===== src/rtl/alu_pkg.sv =====
// rtl/alu_pkg.sv - shared constants for the ALU operation sequencer
//
// Purpose: opcode codes understood by the downstream 4-bit ALU, the
// sequencer FSM state encoding and the default datapath width.
// Ports: none (package).
package alu_pkg;

  localparam int DW_DEFAULT = 4;

  // ALU_Sel codes, passed straight through to the ALU
  localparam logic [2:0] OP_ADD  = 3'b000;
  localparam logic [2:0] OP_SUB  = 3'b001;
  localparam logic [2:0] OP_AND  = 3'b010;
  localparam logic [2:0] OP_OR   = 3'b011;
  localparam logic [2:0] OP_NAND = 3'b100;
  localparam logic [2:0] OP_XOR  = 3'b101;
  localparam logic [2:0] OP_XNOR = 3'b110;
  localparam logic [2:0] OP_NOR  = 3'b111;

  // Sequencer FSM encoding
  localparam logic [1:0] ST_IDLE = 2'd0;
  localparam logic [1:0] ST_EXEC = 2'd1;
  localparam logic [1:0] ST_RESP = 2'd2;

endpackage


===== src/rtl/alu_op_sequencer_if.sv =====
// rtl/alu_op_sequencer_if.sv - command, ALU and response signals of the sequencer
//
// Purpose: bundles the command channel (cmd_*), the ALU operand/result
// wires (alu_*) and the response channel (rsp_*).
// Modports: slave  - the sequencer itself
//           master - the environment (command source, ALU, response sink)
interface alu_op_sequencer_if #(
  parameter int DW    = 4,
  parameter int NREGS = 4
);

  localparam int IW = $clog2(NREGS);

  logic          cmd_valid;
  logic          cmd_ready;
  logic          cmd_ld;
  logic [2:0]    cmd_op;
  logic [IW-1:0] cmd_rd;
  logic [IW-1:0] cmd_rs1;
  logic [IW-1:0] cmd_rs2;
  logic [DW-1:0] cmd_imm;

  logic [DW-1:0] alu_x;
  logic [DW-1:0] alu_y;
  logic [2:0]    alu_sel;
  logic [DW-1:0] alu_out;
  logic          alu_cout;
  logic          alu_zero;

  logic          rsp_valid;
  logic          rsp_ready;
  logic [DW-1:0] rsp_data;
  logic          rsp_cout;
  logic          rsp_zero;

  modport slave (
    input  cmd_valid, cmd_ld, cmd_op, cmd_rd, cmd_rs1, cmd_rs2, cmd_imm,
    input  alu_out, alu_cout, alu_zero, rsp_ready,
    output cmd_ready, alu_x, alu_y, alu_sel,
    output rsp_valid, rsp_data, rsp_cout, rsp_zero
  );

  modport master (
    output cmd_valid, cmd_ld, cmd_op, cmd_rd, cmd_rs1, cmd_rs2, cmd_imm,
    output alu_out, alu_cout, alu_zero, rsp_ready,
    input  cmd_ready, alu_x, alu_y, alu_sel,
    input  rsp_valid, rsp_data, rsp_cout, rsp_zero
  );

endinterface


===== src/rtl/alu_regfile.sv =====
// rtl/alu_regfile.sv - NREGS x DW register file, two async reads, one sync write
//
// Ports:
//   clk, rst             clock, synchronous active-high reset (clears all regs)
//   rd_addr1/rd_data1    combinational read port 1
//   rd_addr2/rd_data2    combinational read port 2
//   wr_en/wr_addr/wr_data synchronous write port
module alu_regfile #(
  parameter  int DW    = 4,
  parameter  int NREGS = 4,
  localparam int IW    = $clog2(NREGS)
) (
  input  logic          clk,
  input  logic          rst,
  input  logic [IW-1:0] rd_addr1,
  output logic [DW-1:0] rd_data1,
  input  logic [IW-1:0] rd_addr2,
  output logic [DW-1:0] rd_data2,
  input  logic          wr_en,
  input  logic [IW-1:0] wr_addr,
  input  logic [DW-1:0] wr_data
);

  logic [DW-1:0] regs [NREGS];

  // Reset wins over a same-cycle write, so an aborted writeback is dropped
  always_ff @(posedge clk) begin
    if (rst) begin
      regs <= '{default: '0};
    end else if (wr_en) begin
      regs[wr_addr] <= wr_data;
    end
  end

  assign rd_data1 = regs[rd_addr1];
  assign rd_data2 = regs[rd_addr2];

endmodule


===== src/rtl/alu_op_sequencer.sv =====
// rtl/alu_op_sequencer.sv - register-file front end feeding and draining the 4-bit ALU
//
// Ports:
//   clk  clock, rising edge
//   rst  synchronous active-high reset
//   bus  slave side of alu_op_sequencer_if:
//        cmd_*  command in (valid/ready), load-immediate or ALU op
//        alu_*  registered operands/select out, ALU result/flags in
//        rsp_*  result of the command out (valid/ready)
module alu_op_sequencer
  import alu_pkg::*;
#(
  parameter  int DW    = DW_DEFAULT,
  parameter  int NREGS = 4,
  localparam int IW    = $clog2(NREGS)
) (
  input  logic               clk,
  input  logic               rst,
  alu_op_sequencer_if.slave  bus
);

  logic [1:0]    state;
  logic [IW-1:0] rd_q;
  logic [DW-1:0] alu_x_q;
  logic [DW-1:0] alu_y_q;
  logic [2:0]    alu_sel_q;
  logic [DW-1:0] rsp_data_q;
  logic          rsp_cout_q;
  logic          rsp_zero_q;

  logic [DW-1:0] rs1_data;
  logic [DW-1:0] rs2_data;
  logic          wr_en;
  logic [IW-1:0] wr_addr;
  logic [DW-1:0] wr_data;
  logic          accept;

  assign accept = (state == ST_IDLE) && bus.cmd_valid;

  // Two writers share the one port: an accepted load in IDLE, or the ALU
  // result at the end of EXEC. They can never coincide.
  always_comb begin
    wr_en   = 1'b0;
    wr_addr = bus.cmd_rd;
    wr_data = bus.cmd_imm;
    if (state == ST_EXEC) begin
      wr_en   = 1'b1;
      wr_addr = rd_q;
      wr_data = bus.alu_out;
    end else if (accept && bus.cmd_ld) begin
      wr_en   = 1'b1;
    end
  end

  alu_regfile #(
    .DW    (DW),
    .NREGS (NREGS)
  ) u_regfile (
    .clk      (clk),
    .rst      (rst),
    .rd_addr1 (bus.cmd_rs1),
    .rd_data1 (rs1_data),
    .rd_addr2 (bus.cmd_rs2),
    .rd_data2 (rs2_data),
    .wr_en    (wr_en),
    .wr_addr  (wr_addr),
    .wr_data  (wr_data)
  );

  always_ff @(posedge clk) begin
    if (rst) begin
      state      <= ST_IDLE;
      rd_q       <= '0;
      alu_x_q    <= '0;
      alu_y_q    <= '0;
      alu_sel_q  <= '0;
      rsp_data_q <= '0;
      rsp_cout_q <= 1'b0;
      rsp_zero_q <= 1'b0;
    end else begin
      case (state)
        ST_IDLE: begin
          if (accept) begin
            rd_q <= bus.cmd_rd;
            if (bus.cmd_ld) begin
              rsp_data_q <= bus.cmd_imm;
              rsp_cout_q <= 1'b0;
              rsp_zero_q <= (bus.cmd_imm == '0);
              state      <= ST_RESP;
            end else begin
              // Operands sampled now, so rd aliasing rs1/rs2 sees old values
              alu_x_q   <= rs1_data;
              alu_y_q   <= rs2_data;
              alu_sel_q <= bus.cmd_op;
              state     <= ST_EXEC;
            end
          end
        end
        ST_EXEC: begin
          rsp_data_q <= bus.alu_out;
          rsp_cout_q <= bus.alu_cout;
          rsp_zero_q <= bus.alu_zero;
          state      <= ST_RESP;
        end
        ST_RESP: begin
          if (bus.rsp_ready) begin
            state <= ST_IDLE;
          end
        end
        default: state <= ST_IDLE;
      endcase
    end
  end

  assign bus.cmd_ready = (state == ST_IDLE);
  assign bus.rsp_valid = (state == ST_RESP);
  assign bus.alu_x     = alu_x_q;
  assign bus.alu_y     = alu_y_q;
  assign bus.alu_sel   = alu_sel_q;
  assign bus.rsp_data  = rsp_data_q;
  assign bus.rsp_cout  = rsp_cout_q;
  assign bus.rsp_zero  = rsp_zero_q;

endmodule


===== src/flat_wrapper.sv =====
// flat-port wrapper written by rule: the top's interface ports become plain ports
module alu_op_sequencer_flat import alu_pkg::*;
#(
  parameter  int DW    = DW_DEFAULT,
  parameter  int NREGS = 4,
  localparam int IW    = $clog2(NREGS)
)
  (clk, rst, bus_cmd_valid, bus_cmd_ld, bus_cmd_op, bus_cmd_rd, bus_cmd_rs1, bus_cmd_rs2, bus_cmd_imm, bus_alu_out, bus_alu_cout, bus_alu_zero, bus_rsp_ready, bus_cmd_ready, bus_alu_x, bus_alu_y, bus_alu_sel, bus_rsp_valid, bus_rsp_data, bus_rsp_cout, bus_rsp_zero);
  alu_op_sequencer_if #(.DW(DW), .NREGS(NREGS)) bus_i ();
  input  logic clk;
  input  logic rst;
  input wire logic [$bits(bus_i.cmd_valid)-1:0] bus_cmd_valid;
  input wire logic [$bits(bus_i.cmd_ld)-1:0] bus_cmd_ld;
  input wire logic [$bits(bus_i.cmd_op)-1:0] bus_cmd_op;
  input wire logic [$bits(bus_i.cmd_rd)-1:0] bus_cmd_rd;
  input wire logic [$bits(bus_i.cmd_rs1)-1:0] bus_cmd_rs1;
  input wire logic [$bits(bus_i.cmd_rs2)-1:0] bus_cmd_rs2;
  input wire logic [$bits(bus_i.cmd_imm)-1:0] bus_cmd_imm;
  input wire logic [$bits(bus_i.alu_out)-1:0] bus_alu_out;
  input wire logic [$bits(bus_i.alu_cout)-1:0] bus_alu_cout;
  input wire logic [$bits(bus_i.alu_zero)-1:0] bus_alu_zero;
  input wire logic [$bits(bus_i.rsp_ready)-1:0] bus_rsp_ready;
  output wire logic [$bits(bus_i.cmd_ready)-1:0] bus_cmd_ready;
  output wire logic [$bits(bus_i.alu_x)-1:0] bus_alu_x;
  output wire logic [$bits(bus_i.alu_y)-1:0] bus_alu_y;
  output wire logic [$bits(bus_i.alu_sel)-1:0] bus_alu_sel;
  output wire logic [$bits(bus_i.rsp_valid)-1:0] bus_rsp_valid;
  output wire logic [$bits(bus_i.rsp_data)-1:0] bus_rsp_data;
  output wire logic [$bits(bus_i.rsp_cout)-1:0] bus_rsp_cout;
  output wire logic [$bits(bus_i.rsp_zero)-1:0] bus_rsp_zero;
  assign bus_i.cmd_valid = bus_cmd_valid;
  assign bus_i.cmd_ld = bus_cmd_ld;
  assign bus_i.cmd_op = bus_cmd_op;
  assign bus_i.cmd_rd = bus_cmd_rd;
  assign bus_i.cmd_rs1 = bus_cmd_rs1;
  assign bus_i.cmd_rs2 = bus_cmd_rs2;
  assign bus_i.cmd_imm = bus_cmd_imm;
  assign bus_i.alu_out = bus_alu_out;
  assign bus_i.alu_cout = bus_alu_cout;
  assign bus_i.alu_zero = bus_alu_zero;
  assign bus_i.rsp_ready = bus_rsp_ready;
  assign bus_cmd_ready = bus_i.cmd_ready;
  assign bus_alu_x = bus_i.alu_x;
  assign bus_alu_y = bus_i.alu_y;
  assign bus_alu_sel = bus_i.alu_sel;
  assign bus_rsp_valid = bus_i.rsp_valid;
  assign bus_rsp_data = bus_i.rsp_data;
  assign bus_rsp_cout = bus_i.rsp_cout;
  assign bus_rsp_zero = bus_i.rsp_zero;
  alu_op_sequencer #(.DW(DW), .NREGS(NREGS)) u_core (.clk(clk), .rst(rst), .bus(bus_i));
endmodule

===== config.mk =====
export PLATFORM = sky130hd
export DESIGN_NAME = alu_op_sequencer_flat
export DESIGN_NICKNAME = d
export VERILOG_FILES = /design/src/rtl/alu_pkg.sv /design/src/rtl/alu_op_sequencer_if.sv /design/src/rtl/alu_regfile.sv /design/src/rtl/alu_op_sequencer.sv /design/src/flat_wrapper.sv
export SDC_FILE = /design/constraint.sdc
export NUM_CORES = 1
export LEC_CHECK = 0
export ABC_AREA = 0
export BUFFER_PORTS_ARGS = -buffer_cell sky130_fd_sc_hd__buf_2
export CAP_MARGIN = 30
export CORE_AREA = 10 10 83 85
export DETAILED_ROUTE_END_ITERATION = 6
export DIE_AREA = 0 0 93 95
export HOLD_SLACK_MARGIN = 0.12
export SLEW_MARGIN = 25
export SYNTH_ARGS = -nofsm -noshare
export SYNTH_HDL_FRONTEND = slang
export SYNTH_HIERARCHICAL = 1
export SYNTH_SLANG_ARGS = --single-unit

===== constraint.sdc =====
create_clock -name clk -period 1.62 [get_ports clk]
set_clock_uncertainty 0.15 [all_clocks]
set_input_delay 0.162 -clock clk [delete_from_list [all_inputs] [get_ports clk]]
set_output_delay 0.162 -clock clk [all_outputs]
set_load 0.005 [all_outputs]

## After elaboration in Yosys (flattened, before gate mapping)

Cells that the tools add are included.

- Add/sub/neg operators: 0
- Multiply operators: 0
- Div/mod/pow operators: 0
- Order comparisons: 4
- Equality and inequality tests: 5
- Shift operators: 0
- Mux-type cells: 26
- Bitwise logic cells: 4
- Reductions and logical operators: 10

Operator list:

| kind | number |
|---|---|
| $mux 4 | 8 |
| $bmux 4 s2 | 2 |
| $bwmux 16 | 1 |
| $ge 3x3->1 const B | 3 |
| $not 2->3 | 3 |
| $demux 4 s2 | 1 |
| $mux 2 | 4 |
| $pmux 4 s2 | 1 |
| $mux 1 | 6 |
| $pmux 2 s3 | 1 |
| $reduce_and 3->1 | 2 |
| $logic_not 4->1 | 1 |
| $ne 2x2->1 const B | 2 |
| $pmux 1 s2 | 2 |
| $reduce_and 2->1 | 2 |
| $logic_and 1x1->1 | 3 |
| $lt 3x1->1 const B | 1 |
| $eq 2x1->1 const B | 1 |
| $eq 2x2->1 const B | 1 |
| $logic_not 2->1 | 1 |
| $ne 2x1->1 const B | 1 |
| $reduce_bool 2->1 | 1 |
| $not 1->1 | 1 |

- Bits in registers: 37
- Latch bits: 0
- RAM bits: 0
- Bits in read-only memories: 0
- Logic and storage cells: 61
- Memories kept: 0

## Logic depth before layout (Yosys ltp)

- Depth in word-level cells: 8
- Depth in mapped cells: 7

## Hierarchy

Netlist, hierarchy kept.

By module, submodules not included:

| module | times used | cells an instance | area each (sq um) |
|---|---|---|---|
| alu_op_sequencer | 1 | 110 | 927.1 |
| alu_regfile | 1 | 68 | 840.8 |

## Least setup slack after synthesis

Ideal clock, no wire load.

- Path kind: register to register
- Start: register u_core.state[0]
- End: register u_core/u_regfile/regs[12] (netlist name)
- Library setup time: 121 ps
- Arrival time: 1449 ps
- Required time: 1349 ps
- Path slack: -100 ps
- Cell stages (with the launch flop): 8
- Path buffers: 2
- Cells stage by stage: dfxtp_1 -> buf_6 -> a21oi_1 -> or2_0 -> clkbuf_1 -> inv_1 -> or3b_1 -> mux2i_1

- Elaborated cells between the ends (all ways): 15

RTL lines:

| element | RTL line | text |
|---|---|---|
| start, declared | alu_op_sequencer.sv:22 | `logic [1:0] state;` |
| start signal, assigned | alu_op_sequencer.sv:72 | `state <= ST_IDLE;` |
| start signal, assigned | alu_op_sequencer.sv:89 | `state <= ST_RESP;` |
| start signal, assigned | alu_op_sequencer.sv:95 | `state <= ST_EXEC;` |
| $logic_not 2->1 | alu_op_sequencer.sv:38 | `assign accept = (state == ST_IDLE) && bus.cmd_valid;` |
| $logic_and 1x1->1 | alu_op_sequencer.sv:38 |  |
| $logic_and 1x1->1 | alu_op_sequencer.sv:50 | `end else if (accept && bus.cmd_ld) begin` |
| $mux 1 | alu_op_sequencer.sv:50 |  |
| $mux 1 (*) | alu_op_sequencer.sv:46 | `if (state == ST_EXEC) begin` |
| via u_core.wr_en | alu_op_sequencer.sv:33 | `logic wr_en;` |
| end signal, assigned by index | alu_regfile.sv:31 | `regs[wr_addr] <= wr_data;` |
| end, declared | alu_regfile.sv:24 | `logic [DW-1:0] regs [NREGS];` |

Mark *: on every way through the listed nets, which the timed path passes. The rest lies on a longest branch.
A chain may end at the register's enable or synchronous reset.

## Final worst setup path

- Start: register u_core.state[0]
- End: register u_core/u_regfile/regs[13] (netlist name)

- Longest elaborated chain between the ends: 8
- Elaborated cells between the ends (all ways): 15

RTL lines:

| element | RTL line | text |
|---|---|---|
| $eq 2x1->1 (*) | alu_op_sequencer.sv:46 |  |
| $mux 2 (*) | alu_op_sequencer.sv:46 |  |
| via u_core.wr_addr[0] | alu_op_sequencer.sv:34 | `logic [IW-1:0] wr_addr;` |
| $not 2->3 (not written as such) (*) | alu_regfile.sv:31 |  |
| $ge 3x3->1 (not written as such) or $lt 3x1->1 (tied branches) | alu_regfile.sv:31 |  |
| $logic_and 1x1->1 (not written as such) | alu_regfile.sv:31 |  |
| $mux 4 (not written as such) | alu_regfile.sv:31 |  |
| $demux 4 s2 (*) | alu_regfile.sv:31 |  |
| $bwmux 16 (*) | alu_regfile.sv:31 |  |

Marked as above.

==> results.md <==
* Clock transition at the registers of the reported paths at 70 ps
* Sum Neg Setup Slack at 0 ps
* Post-synth net total at 202
* Int Pwr at 1.471 mW
* Most frequent cells after synthesis: dfxtp_1, nand2_1, nand2b_1
* Multi-input combinational cell area at 974.7 µm²
* Most instantiated library cell after synthesis: dfxtp_1
* Library cell used as clock root buffer: clkbuf_8
* RSZ-0062 raised after global routing: yes
* Remaining DRCs at 0
* Area share of the largest cell type after synthesis at 0.4190
* Io pins at 43
* Clock period minus final worst setup slack at 1565 ps
* Startpoint class of the critical path: flop
* Number of unique standard cell types used by synthesis at 28
* Number of global-route vias before repair at 1492
* Worst hold slack after final layout at 119.3 ps
* CTS tree: done
* F_max at 639.1 MHz
* Sequential area share after synthesis at 0.4190
* Power density of the placed cells at 816.8 nW/µm²
* Final setup fails at 0
* Transition time at the pin with the least slew margin at 384.3 ps
* Result of the run: complete, no violations
* Max_slew headroom at 0.7438
* Sequential cell area at 745.7 µm²
* Number of max-capacitance violations reported at 0
* Via density at 4.738
* Post-DP HPWL at 3346 µm
* Critical Path AT at 1580 ps
* H-tree levels at 2
* Area added between synthesis and finish at 37.01%
* Grt ovf at 0
* Placeable core region at 5338 µm²
* Crit path required time at 1640 ps
* Yosys warning total at 6
* Most frequently used flop master after synthesis: dfxtp_1
* Post-detailed-route count of antenna-violating nets at 0
* Power share of the combinational group at 0.167
* Number of enable-type register cells in the synthesized netlist at 0
* Top area cells in the synthesized netlist: dfxtp_1, mux2i_1, mux4_2
* Final-report hold violation count at 0
* Share of the core filled with cells at 0.4538
* Net load switching power at 0.5072 mW
* Sequential share of power at 0.490
* Placed inst area at 2123 µm²
* Gate Count Post-Synth at 178
* Latest clock arrival within the worst-skew pair at 290 ps
* Std-Cell Rows at 27
* Drt pass-1 iters at 4
* Clock net sink count at 37
* Floorplan die width at 93 µm
* Die Y at 95 µm
* Pre-CTS setup slack at -37.98 ps
* Sw frac at 0.2563
* Cell total after placement at 295
* HP Class: in -> reg
* Share of the clock period used by the worst path after layout at 0.9658
* Crit-path max FO at 6
* Number of storage elements in the synthesis netlist at 37
* Share of final-layout standard cells stronger than drive strength 1 at 0.3655
* Clock buffers created by TritonCTS at 5
* VDD IR max at 0.0004305 V
* Overall Global Routing Usage at 0.1045
* Max-slew violation count at 0
* Pleak at 1.052 nW
* Final design instance area without fill at 2422 µm²
* Total number of nets in the final design at 272
* Post-Syn Area per Cell at 9.932 µm²
* Final std cells w/o fill at 321
* Die ar. at 8835 µm²
* Largest buffer count on any clock path at 2
* Initial standard-cell utilization of the core at 0.3312
* Antenna violations before repair at 0
* Post-synth top area cell: dfxtp_1
* Number of antenna diodes at 0
* Post-route setup slack at 55.40 ps
* Total detailed-routing wirelength at 4590 µm
* Largest net degree at the start of global routing at 24
* Global-route wire length before repair at 7334 µm
* Routed WL per cell at 14.30 µm
* Number of I/O port buffers at 42
* Routability congestion estimate from global placement at 0.7247
* Crit path capture type: flop
* Total design power at 1.979 mW
* Worst setup path category: reg -> reg
* First-iteration detailed-routing DRC count at 90
* Clk network pwr share at 0.343
* Count of fill cells added during filler insertion at 526
* Share of synthesized flip-flops with an asynchronous set or reset at 0
* Post-synth design cell area at 1768 µm²
* Via count of the routed design at 1521
[power by group through the flow]
| stage | Clock, mW | Combinational, mW | Sequential (mW) |
|---|---|---|---|
| 6_report | 0.679 | 0.330 | 0.969 |
| 5_1_grt | 0.725 | 0.359 | 0.973 |
| 4_1_cts | 0.693 | 0.323 | 0.969 |
| 3_5_place_dp | 0 | 0.287 | 0.990 |
| 3_3_place_gp | 0 | 0.285 | 0.989 |
| 2_1_floorplan | 0 | 0.172 | 0.986 |
[cell usage in the layout (no fill, tap or decap), types with 2 or more instances in the layout]
cell	netlist	routed
buf_2	2	42
dfxtp_1	37	35
nand2_1	30	28
nand2b_1	22	21
mux2i_1	18	18
dlygate4sd3_1	0	15
buf_4	0	15
a21oi_1	14	13
mux4_2	8	8
clkbuf_8	0	6
inv_1	6	5
mux2_2	4	4
a31oi_1	4	4
o21a_1	4	4
nor2_1	3	3
nand3b_1	3	3
nand2_2	0	2
[repair_timing]
action / in CTS / in global routing
pin swaps: 0 / 2
endpoints found under the hold margin: 13 / 0
buffers inserted: 2 / 2
setup endpoints to repair: 8 / 18
resized for setup: 3 / 7
hold buffers: 15 / 0
[critical path, cell delays in order, from the launching register on]
cell,delay (ps)
dfxtp_4,370
buf_4,120
nand2b_4,80
nand2_1,90
nand2_2,90
or3b_4,420
mux2i_1,130
[area by class of cell]
cell class | instances | area share
sequential | 37 | 0.3079
timing repair buffer | 73 | 0.2035
clock buffer | 6 | 0.03409
clock inverter | 2 | 0.005682
inverter | 6 | 0.009298
multi-input combinational | 125 | 0.4024
tap | 72 | 0.03719
[flip-flops by register name (all words and copies together) (netlist names), 2 cells and up]
signal / count
u_core/bus.alu_sel: 3
u_core/bus.alu_x: 4
u_core/bus.alu_y: 4
u_core/bus.rsp_data: 4
u_core/rd_q: 2
u_core/state: 2
u_core/u_regfile/regs: 16
[per-layer routing]
| layer | vias to the layer above | global-route usage | part of all wire |
|---|---|---|---|
| met2 | 36 | 0.1857 | 0.51 |
| met3 | 9 | 0.03965 | 0.055 |
| met5 | - | 0 | 0 |
| met1 | 717 | 0.1099 | 0.42 |
| met4 | 0 | 0.03985 | 0.020 |
| li1 | 759 | - | - |
[path summary, 6_finish.rpt]
kind / slack [ps] / cells past startpoint / start / endpoint
max: 60 / 6 / u_core/state[0] / u_core/u_regfile/regs[13]
min: 120 / 2 / rst / u_core/rd_q[1]
max reg2reg: 60 / 6 / u_core/state[0] / u_core/u_regfile/regs[13]
min reg2reg: 300 / 2 / u_core/bus.alu_sel[1] / u_core/bus.alu_sel[1]
[cell families (layout without fill, tap and decap cells)]
logic type | after synthesis | count (layout) | share of synthesized area
mux | 30 | 30 | 0.2293
flops | 37 | 37 | 0.4190
compound gates | 25 | 25 | 0.08280
simple gates | 70 | 70 | 0.2208
buf+inv | 16 | 87 | 0.04812
(Power assumes the default switching activity.)
